`src/rtl/warp_fetch_scheduler.sv`:
```
// Per-warp fetch scheduler: round-robin issue of READY warps to the icache, at most one fetch in flight per warp.
// Fetch outputs follow registered state (a launch is visible next cycle); a stalled grant is locked until ic_ready_i. Optional counter: WARP_FETCH_PERF_COUNTER_EN.
module warp_fetch_scheduler #(
  parameter int PcWidth   = 32,
  parameter int NumWarps  = 8,
  parameter int WarpWidth = 32,
  parameter int WidWidth  = $clog2(NumWarps)
) (
  input  logic                 clk_i,
  input  logic                 rst_i,
  input  logic                 launch_valid_i,
  output logic                 launch_ready_o,
  input  logic [PcWidth-1:0]   launch_pc_i,
  input  logic [WarpWidth-1:0] launch_act_mask_i,
  input  logic                 ic_ready_i,
  output logic                 fe_valid_o,
  output logic [PcWidth-1:0]   fe_pc_o,
  output logic [WarpWidth-1:0] fe_act_mask_o,
  output logic [WidWidth-1:0]  fe_warp_id_o,
  input  logic                 dec_decoded_i,
  input  logic                 dec_stop_warp_i,
  input  logic [WidWidth-1:0]  dec_decoded_warp_id_i,
  input  logic [PcWidth-1:0]   dec_decoded_next_pc_i,
  output logic                 busy_o,
  output logic [31:0]          fetch_count_o
);

  typedef enum logic [1:0] {
    ST_INACTIVE = 2'd0,
    ST_READY    = 2'd1,
    ST_WAITING  = 2'd2
  } warp_state_e;

  warp_state_e          r_state [NumWarps];
  logic [PcWidth-1:0]   r_pc    [NumWarps];
  logic [WarpWidth-1:0] r_mask  [NumWarps];
  logic [WidWidth-1:0]  r_last;
  logic [WidWidth-1:0]  r_lock_id;
  logic                 r_lock;

  logic [NumWarps-1:0]  w_ready;
  logic [NumWarps-1:0]  w_inactive;
  logic [WidWidth-1:0]  w_probe;
  logic [WidWidth-1:0]  w_rr_id;
  logic                 w_rr_found;
  logic [WidWidth-1:0]  w_free_id;
  logic [WidWidth-1:0]  w_sel_id;
  logic                 w_fire;
  logic                 w_launch;
  logic                 w_dec;

  always_comb begin
    w_ready    = '0;
    w_inactive = '0;
    for (int i = 0; i < NumWarps; i++) begin
      w_ready[i]    = (r_state[i] == ST_READY);
      w_inactive[i] = (r_state[i] == ST_INACTIVE);
    end
  end

  // Round-robin search starts just after the last granted warp; the index wraps by width.
  always_comb begin
    w_rr_found = 1'b0;
    w_rr_id    = '0;
    w_probe    = '0;
    for (int k = 1; k <= NumWarps; k++) begin
      w_probe = r_last + WidWidth'(k);
      if (!w_rr_found && w_ready[w_probe]) begin
        w_rr_found = 1'b1;
        w_rr_id    = w_probe;
      end
    end
  end

  always_comb begin
    w_free_id = '0;
    for (int i = NumWarps - 1; i >= 0; i--) begin
      if (w_inactive[i]) w_free_id = WidWidth'(i);
    end
  end

  assign w_sel_id       = r_lock ? r_lock_id : w_rr_id;
  assign fe_valid_o     = r_lock | w_rr_found;
  assign fe_warp_id_o   = w_sel_id;
  assign fe_pc_o        = r_pc[w_sel_id];
  assign fe_act_mask_o  = r_mask[w_sel_id];
  assign launch_ready_o = |w_inactive;
  assign busy_o         = ~&w_inactive;

  assign w_fire   = fe_valid_o & ic_ready_i;
  assign w_launch = launch_valid_i & launch_ready_o;
  assign w_dec    = dec_decoded_i & (r_state[dec_decoded_warp_id_i] == ST_WAITING);

  // Fetch, decode and launch each act on a warp in a different state, so they never collide.
  always_ff @(posedge clk_i) begin
    if (rst_i) begin
      for (int i = 0; i < NumWarps; i++) begin
        r_state[i] <= ST_INACTIVE;
        r_pc[i]    <= '0;
        r_mask[i]  <= '0;
      end
      r_last    <= WidWidth'(NumWarps - 1);
      r_lock    <= 1'b0;
      r_lock_id <= '0;
    end else begin
      if (w_fire) begin
        r_state[w_sel_id] <= ST_WAITING;
        r_last            <= w_sel_id;
        r_lock            <= 1'b0;
      end else if (fe_valid_o) begin
        r_lock    <= 1'b1;
        r_lock_id <= w_sel_id;
      end
      if (w_dec) begin
        if (dec_stop_warp_i) begin
          r_state[dec_decoded_warp_id_i] <= ST_INACTIVE;
        end else begin
          r_state[dec_decoded_warp_id_i] <= ST_READY;
          r_pc[dec_decoded_warp_id_i]    <= dec_decoded_next_pc_i;
        end
      end
      if (w_launch) begin
        r_state[w_free_id] <= ST_READY;
        r_pc[w_free_id]    <= launch_pc_i;
        r_mask[w_free_id]  <= launch_act_mask_i;
      end
    end
  end

`ifdef WARP_FETCH_PERF_COUNTER_EN
  logic [31:0] r_fetch_count;
  always_ff @(posedge clk_i) begin
    if (rst_i) r_fetch_count <= '0;
    else if (w_fire) r_fetch_count <= r_fetch_count + 32'd1;
  end
  assign fetch_count_o = r_fetch_count;
`else
  assign fetch_count_o = 32'd0;
`endif

`ifndef SYNTHESIS
  a_dec_on_waiting: assert property (@(posedge clk_i) disable iff (rst_i)
    dec_decoded_i |-> (r_state[dec_decoded_warp_id_i] == ST_WAITING));
`endif

endmodule

```
`config.mk`:
```
export PLATFORM = sky130hd
export DESIGN_NAME = warp_fetch_scheduler
export DESIGN_NICKNAME = d
export VERILOG_FILES = /design/src/rtl/warp_fetch_scheduler.sv
export SDC_FILE = /design/constraint.sdc
export NUM_CORES = 1
export LEC_CHECK = 0
export BUFFER_PORTS_ARGS = -buffer_cell sky130_fd_sc_hd__clkbuf_2
export CAP_MARGIN = 40
export CORE_ASPECT_RATIO = 1.25
export CORE_UTILIZATION = 50
export CTS_BUF_LIST = sky130_fd_sc_hd__clkbuf_4
export DETAILED_ROUTE_END_ITERATION = 12
export MAX_ROUTING_LAYER = met4
export PLACE_DENSITY = 0.66
export SYNTH_ARGS = -nofsm -noshare
export SYNTH_HDL_FRONTEND = slang
export SYNTH_SLANG_ARGS = --single-unit
```
`constraint.sdc`:
```
create_clock -name clk_i -period 6.8 [get_ports clk_i]
set_input_delay 2.04 -clock clk_i [delete_from_list [all_inputs] [get_ports clk_i]]
set_output_delay 2.04 -clock clk_i [all_outputs]
set_load 0.005 [all_outputs]
```
==> run_results.csv, run 1 <==
group,metric,value,unit
grt,congestion_overflow_gr,0,
sta,final_min_period_over_clock_period,99.1,%
floorplanning,core_area,54100,µm²
layout,final_std_cell_area_no_fill,32000,µm²
sta,timing.clock.skew,51.7,ps
setup_path,kind_of_cell_adding_the_most_delay_to_the_critical_path,"compound AO/OA/AOI/OAI gates",
setup_path,required_time_worst_endpoint,4760,ps
cts,clock_tree.buffer_depth,3,
sta,finalSetupViolCount,0,
floorplanning,floorplan.die.width,212,µm
drt,route.final.wire_length,90900,µm
cts,cts_made_buffers,137,
synthesis,synth-seq-cells,535,
floorplanning,die_footprint,55900,µm²
setup_path,timing.critical_path.mode_cell,"buf_4",
power,powerDensity,431,nW/µm²
placed_design,dp_cells,3272,
synthesis,share_of_the_yosys_chip_area_belonging_to_registers,57.6,%
synthesis,synth_cell_types,67,
power,power_leakage,12.8,nW
setup_path,crit_path_cell_trace,"buf_12, nor4bb_2, nor4_4, buf_4, buf_4, a21oi_1, or3_1, a41o_1, a41oi_1, buf_4, a221oi_4, buf_4, a222oi_1, buf_2",
sta,period_needed,6740,ps
setup_path,peak_fanout_along_the_critical_path,14,
drt,wl_per_cell,25.5,µm
setup_path,critical_path.n_buffers_inverters,6,
synthesis,yosys_warnings,0,
cts,root_buffer,"clkbuf_4",
layout,post_layout_nonfiller_instances,3563,
sta,timing.final.max_slew_violations,0,
synthesis,synth_top_cell_area_share,55.9,%
setup_path,timing.critical_path.slowest_cell_delay,640,ps
sta,fmax,148,MHz
sta,final-hold-violation-count,0,
setup_path,critPathLaunchType,"flop",
synthesis,synth_area_per_cell,10.8,µm²
layout,drive_above_1_share,22.6,%
floorplanning,effective_utilization_at_floorplan,50.8,%
grt,grt_max_degree,69,
sta,rsz_0062_raised_after_global_routing,"true",
cts,clock_tree.htree_level_count,4,
drt,vias,22100,
setup_path,end_kind,"output pin",
cts,cts.sink_count,535,
placed_design,place.detailed.hpwl,50400,µm
synthesis,combined_area_of_all_synthesized_cells,27500,µm²
grt,grt_use_total,33.3,%
sta,worst_pin_slew,905,ps
floorplanning,die_height,264,µm
job,cap_viol_max_count,0,
cts,clk-insertion-delay-late,1000,ps
status,status,"finished, final reports clean",
hold_path,worstHoldPathType,"flop to flop",
layout,area_delta_synth_final,16.3,%
drt,detail_route.vias_per_cell,6.19,
sta,setup_slack,60.0,ps
drt,detailed_routing_iterations_pass_1,6,
cts,ctsHoldBuffers,0,
power,ir_drop,0.355,mV
layout,filler_cell_count,4490,
floorplanning,rows,95,
layout,layout.nets,2845,
synthesis,synth_top_flop_cell,"edfxtp_1",
grt,vias_in_the_first_global_route,22000,
synthesis,ys_top_cells_by_area,"edfxtp_1, nand2_1, mux2i_1",
placed_design,port_buffers,174,
sta,setup-tns-final,0,ps
synthesis,synthArstFlopShare,0,%
cts,tritoncts,"yes",
setup_path,worstSetupPathType,"flop to output pin",
drt,drtAntennaViolNets,0,
floorplanning,ios,207,
placed_design,dpl-instance-area,29200,µm²
grt,antenna_found_initial,11,
drt,initialDrtViolationCount,2403,
grt,grt_pass1_wl,133000,µm
placed_design,gpl_congestion,0.901,
setup_path,worst_path_max_delay_cell,"a222oi_1",
synthesis,post_synth_inst_count,2549,
sta,relSlewSlack,39.7,%
synthesis,synth.largest_area_cell,"edfxtp_1",
power,power.total,13.8,mW
sta,hold-worst-slack,509,ps
synthesis,synthTopCellsByCount,"nand2_1, edfxtp_1, a21oi_1, and2_1, clkbuf_1",
drt,drcViolationCount,0,
layout,finalCoreUtilization,59.1,%
placed_design,dp_worst_slack,399,ps
setup_path,crit_arrival,4700,ps
synthesis,number_of_flops_mapped_to_enable_cells_by_yosys,512,
synthesis,post-synth-top-count-cell,"nand2_1",
cts,cts.clk_slew.worst_paths,70,ps
## power by group
part	switching, mW	total, mW	internal, mW	leakage, nW
clock network	1.34	2.79	1.45	1.01
logic	4.03	6.98	2.94	6.32
registers	0.121	4.03	3.91	5.50
## worst paths after layout
check | from | slack [ps] | endpoint | depth (start not counted)
max | r_last[0] | 60 | fe_act_mask_o[4] | 14
min | r_lock_id[1] | 510 | r_lock_id[1] | 2
max reg2reg | r_last[0] | 3090 | r_state[6][1] | 14
min reg2reg | r_lock_id[1] | 510 | r_lock_id[1] | 2
## what timing repair did
item                                    CTS  global route
endpoints found under the setup margin   64            62
cloned                                    8             3
gates resized for setup                  77            49
setup buffers                            22            20
pin swaps                                24            15
## cells in the final DEF (no fill, tap or decap), types with 5 or more instances in the layout
cell type,count
clkinv_1,21
a32o_1,65
nor2_1,33
inv_2,5
nor2b_1,9
buf_12,24
o21ai_0,6
buf_2,13
edfxtp_1,512
and2_1,162
buf_6,8
clkbuf_2,161
mux4_2,13
or2_2,5
inv_1,8
dfxtp_2,13
mux2i_1,147
dfxtp_1,5
nand2_2,8
buf_4,94
nand2_1,614
clkbuf_4,194
dfxtp_4,5
a222oi_1,64
nand2b_1,7
nand3_1,12
nor3_1,12
diode_2,11
buf_16,9
nor2b_4,9
and3_1,99
conb_1,32
a22o_1,65
a21oi_1,264
a31oi_1,5
## area by class of cell
type | instances | area (µm²) | area share, %
clock inverters | 32 | 230 | 0.720
multi-input cells | 1732 | 10800 | 33.7
flip-flops and latches | 535 | 15900 | 49.6
repair inverters | 3 | 48.8 | 0.153
inverters | 12 | 63.8 | 0.199
repair buffers | 317 | 2590 | 8.11
clock buffers | 194 | 1460 | 4.55
diodes | 11 | 27.5 | 0.0860
well taps | 727 | 910 | 2.84
## registers in the layout (all words and copies together) (netlist names)
name and cells:
r_last 3, r_lock 1, r_lock_id 3, r_mask 256, r_pc 256, r_state 16
## logic make-up (layout without fill, tap and decap cells)
logic type               after synthesis  after routing  share of synthesized area [%]
buffers and inverters                314            558                           5.23
AO/OA/AOI/OAI                        517            518                           13.3
AND/OR/NAND/NOR                     1008           1008                           16.9
other                                  1             43                         0.0136
flip-flops                           535            535                           57.6
adder cells (fa/ha/maj)                2              2                         0.0910
multiplexers                         168            168                           6.73
XOR/XNOR                               4              4                          0.127
## worst reg2reg max path: stages (launching register included)
cell	delay (ps)
dfxtp_4	370
buf_12	150
nor4bb_2	180
nor4_4	300
buf_4	170
buf_4	130
a21oi_1	50
or3_1	400
a41o_1	270
a41oi_1	220
buf_4	230
a22o_4	430
buf_12	260
nor3b_1	250
o221a_1	220
## per-layer routing
metal  vias up  track usage [%]  routed length (µm)
li1       9710                -                   -
met1     10800             38.6               33600
met2      1267             54.3               45600
met3       263             6.74                7810
met4         0             17.6                3920
met5         -                -                   0
Power figures use the tool's default switching activity.
==> inputs of run 2 (changes only) <==
Settings changed: ABC_AREA from default to 1.
==> run_results.csv, run 2 <==
group,metric,value,unit
synthesis,synthTopCellsByCount,"nand2_1, edfxtp_1, nand3_1, nor2_1, o21ai_0",
power,power_leakage,14.4,nW
power,p_seq_share,23.5,%
synthesis,synth_area_per_cell,8.31,µm²
floorplanning,effective_utilization_at_floorplan,50.7,%
synthesis,combined_area_of_all_synthesized_cells,28000,µm²
setup_path,worst_path_max_delay_cell,"dfxtp_2",
synthesis,post-synth-top-count-cell,"nand2_1",
placed_design,dp_cells,4121,
setup_path,required_time_worst_endpoint,4760,ps
grt,grt_pass1_wl,134000,µm
sta,timing.final.max_slew_violations,0,
sta,timing.clock.skew,65.3,ps
sta,fmax,156,MHz
setup_path,crit_arrival,4370,ps
power,power_report.internal_total,8.71,mW
hold_path,worstHoldPathType,"flop to flop",
setup_path,worstSetupPathType,"flop to output pin",
synthesis,synth-seq-cells,535,
cts,cts.clk_slew.worst_paths,60,ps
grt,antenna_found_initial,5,
setup_path,critical_path.n_buffers_inverters,6,
setup_path,critPathLaunchType,"flop",
grt,vias_in_the_first_global_route,23500,
placed_design,gpl_congestion,0.902,
synthesis,ys_top_cells_by_area,"edfxtp_1, nand2_1, nand3_1",
cts,cts.sink_count,535,
job,cap_viol_max_count,0,
layout,filler_cell_count,5051,
cts,root_buffer,"clkbuf_4",
synthesis,share_of_the_yosys_chip_area_belonging_to_registers,56.6,%
cts,clk-insertion-delay-late,990,ps
floorplanning,rows,96,
power,power.total,17.4,mW
layout,finalCoreUtilization,57.0,%
setup_path,peak_fanout_along_the_critical_path,66,
synthesis,yosys_warnings,0,
layout,layout.cells.most_common_list,"nand2_1, edfxtp_1, nand3_1",
setup_path,setup.reg_to_reg.worst_slack,3120,ps
layout,area_used_by_multi_input_combinational_logic,9940,µm²
synthesis,synth.largest_area_cell,"edfxtp_1",
setup_path,timing.critical_path.mode_cell,"nand2_1",
cts,ctsHoldBuffers,0,
drt,vias,24100,
synthesis,synth_top_flop_cell,"edfxtp_1",
sta,setup-tns-final,0,ps
grt,grt_max_degree,142,
cts,clock_tree.htree_level_count,4,
placed_design,place.detailed.hpwl,50700,µm
floorplanning,ios,207,
power,ir_drop,0.917,mV
sta,finalSetupViolCount,0,
drt,drcViolationCount,0,
layout,drive_above_1_share,14.4,%
power,power_spent_charging_and_discharging_nets,8.71,mW
layout,layout.nets,3643,
drt,wl_per_cell,20.6,µm
cts,tritoncts,"yes",
layout,area_delta_synth_final,12.3,%
cts,cts_made_buffers,135,
floorplanning,die_height,266,µm
synthesis,number_of_flops_mapped_to_enable_cells_by_yosys,512,
power,netSwitchingFraction,50.0,%
drt,detailed_routing_iterations_pass_1,8,
synthesis,post_synth_inst_count,3368,
status,status,"finished, final reports clean",
layout,area.sequential,15800,µm²
synthesis,synth_top_cell_area_share,55.0,%
layout,final_common_cell,"nand2_1",
sta,final-hold-violation-count,0,
drt,initialDrtViolationCount,2297,
drt,drtAntennaViolNets,0,
grt,grt_use_total,32.6,%
sta,worst_pin_slew,826,ps
placed_design,port_buffers,174,
layout,reg.largest.list,"r_mask x256, r_pc x256, r_state x16",
layout,final_std_cell_area_no_fill,31400,µm²
sta,relSlewSlack,44.8,%
floorplanning,core_area,55100,µm²
drt,detail_route.vias_per_cell,5.53,
setup_path,kind_of_cell_adding_the_most_delay_to_the_critical_path,"simple AND/OR/NAND/NOR gates",
synthesis,synth_cell_types,37,
layout,post_layout_nonfiller_instances,4365,
cts,clock_tree.buffer_depth,3,
sta,period_needed,6410,ps
power,powerDensity,554,nW/µm²
sta,rsz_0062_raised_after_global_routing,"false",
synthesis,synthArstFlopShare,0,%
placed_design,dpl-instance-area,29400,µm²
floorplanning,floorplan.die.width,214,µm
setup_path,crit_path_cell_trace,"inv_4, ha_2, inv_2, nand3_1, nand2_1, nand2_1, nand2_2, inv_2, nor2_4, nand3_1, nor2_1, nor2_1, nand3_1, o21bai_2, nor2_4, buf_12, nand2_1, nand2_1, inv_1, nand2_1, clkbuf_2",
floorplanning,die_footprint,56900,µm²
setup_path,end_kind,"output pin",
setup_path,timing.critical_path.slowest_cell_delay,450,ps
power,p_comb_share,60.5,%
grt,congestion_overflow_gr,0,
power,power_frac_clock,16.0,%
drt,route.final.wire_length,89700,µm
sta,final_min_period_over_clock_period,94.3,%
## run 2: worst paths after layout
check	from	end	cells past startpoint
min	r_state[2][1]	r_state[2][1]	2
max reg2reg	r_state[6][0]	r_pc[1][1]	14
max	r_last[0]	fe_pc_o[17]	21
min reg2reg	r_state[2][1]	r_state[2][1]	2
## run 2: logic make-up (layout without fill, tap and decap cells)
kind of cell | after synthesis | in the layout | synth area share, %
xor+xnor | 3 | 3 | 0.174
flops | 535 | 535 | 56.6
buf+inv | 530 | 754 | 8.65
compound gates | 288 | 288 | 5.25
fa+ha+maj | 2 | 2 | 0.0894
other cells | 1 | 37 | 0.0134
simple gates | 2009 | 2011 | 29.2
## run 2: cell type report
class / instances / share of cell area (%)
clock inverter: 29 / 0.749
multi-input combinational: 2336 / 31.6
clock buffer: 197 / 4.71
sequential: 535 / 50.4
tap: 735 / 2.93
timing repair buffer: 257 / 6.30
inverter: 271 / 3.25
antenna: 5 / 0.0398
## run 2: repair_timing
action	in CTS	in global routing
pin swaps	2	0
resized for setup	4	10
endpoints found under the setup margin	59	62
gates cloned	4	2
setup buffers	7	0
## run 2: metrics by stage
step	worst slack, ps	hold slack, ps
after global routing	16.0	529
final	389	490
after CTS	136	486
after global placement	890	472
after detailed placement	839	476
after floorplan	1980	454
## run 2: worst register-to-register path, cell delays in order, from the launching register on
cell and delay [ps]:
dfxtp_1 470, nor2_1 120, inv_1 100, a21oi_1 80
nor2_1 110, nor2_1 40, o21ai_0 150, nand2_1 180
inv_1 200, nand4_1 500, inv_1 190, buf_4 390
nor2_1 120, nand2_1 80, buf_4 550
## run 2: routing by layer
metal | vias up | share of wire [%] | GRT usage, %
met3 | 276 | 9.4 | 6.08
met4 | 0 | 4.6 | 17.1
met5 | - | 0 | -
li1 | 11200 | - | -
met2 | 1280 | 50 | 54.4
met1 | 11300 | 36 | 37.1
## run 2: power by group through the flow
stage,clock network (mW),logic (mW),registers (mW)
5_1_grt,2.98,11.5,4.12
2_1_floorplan,0,6.54,4.11
4_1_cts,2.83,10.3,4.09
6_report,2.79,10.5,4.10
3_5_place_dp,0,9.62,4.16
3_3_place_gp,0,9.51,4.15
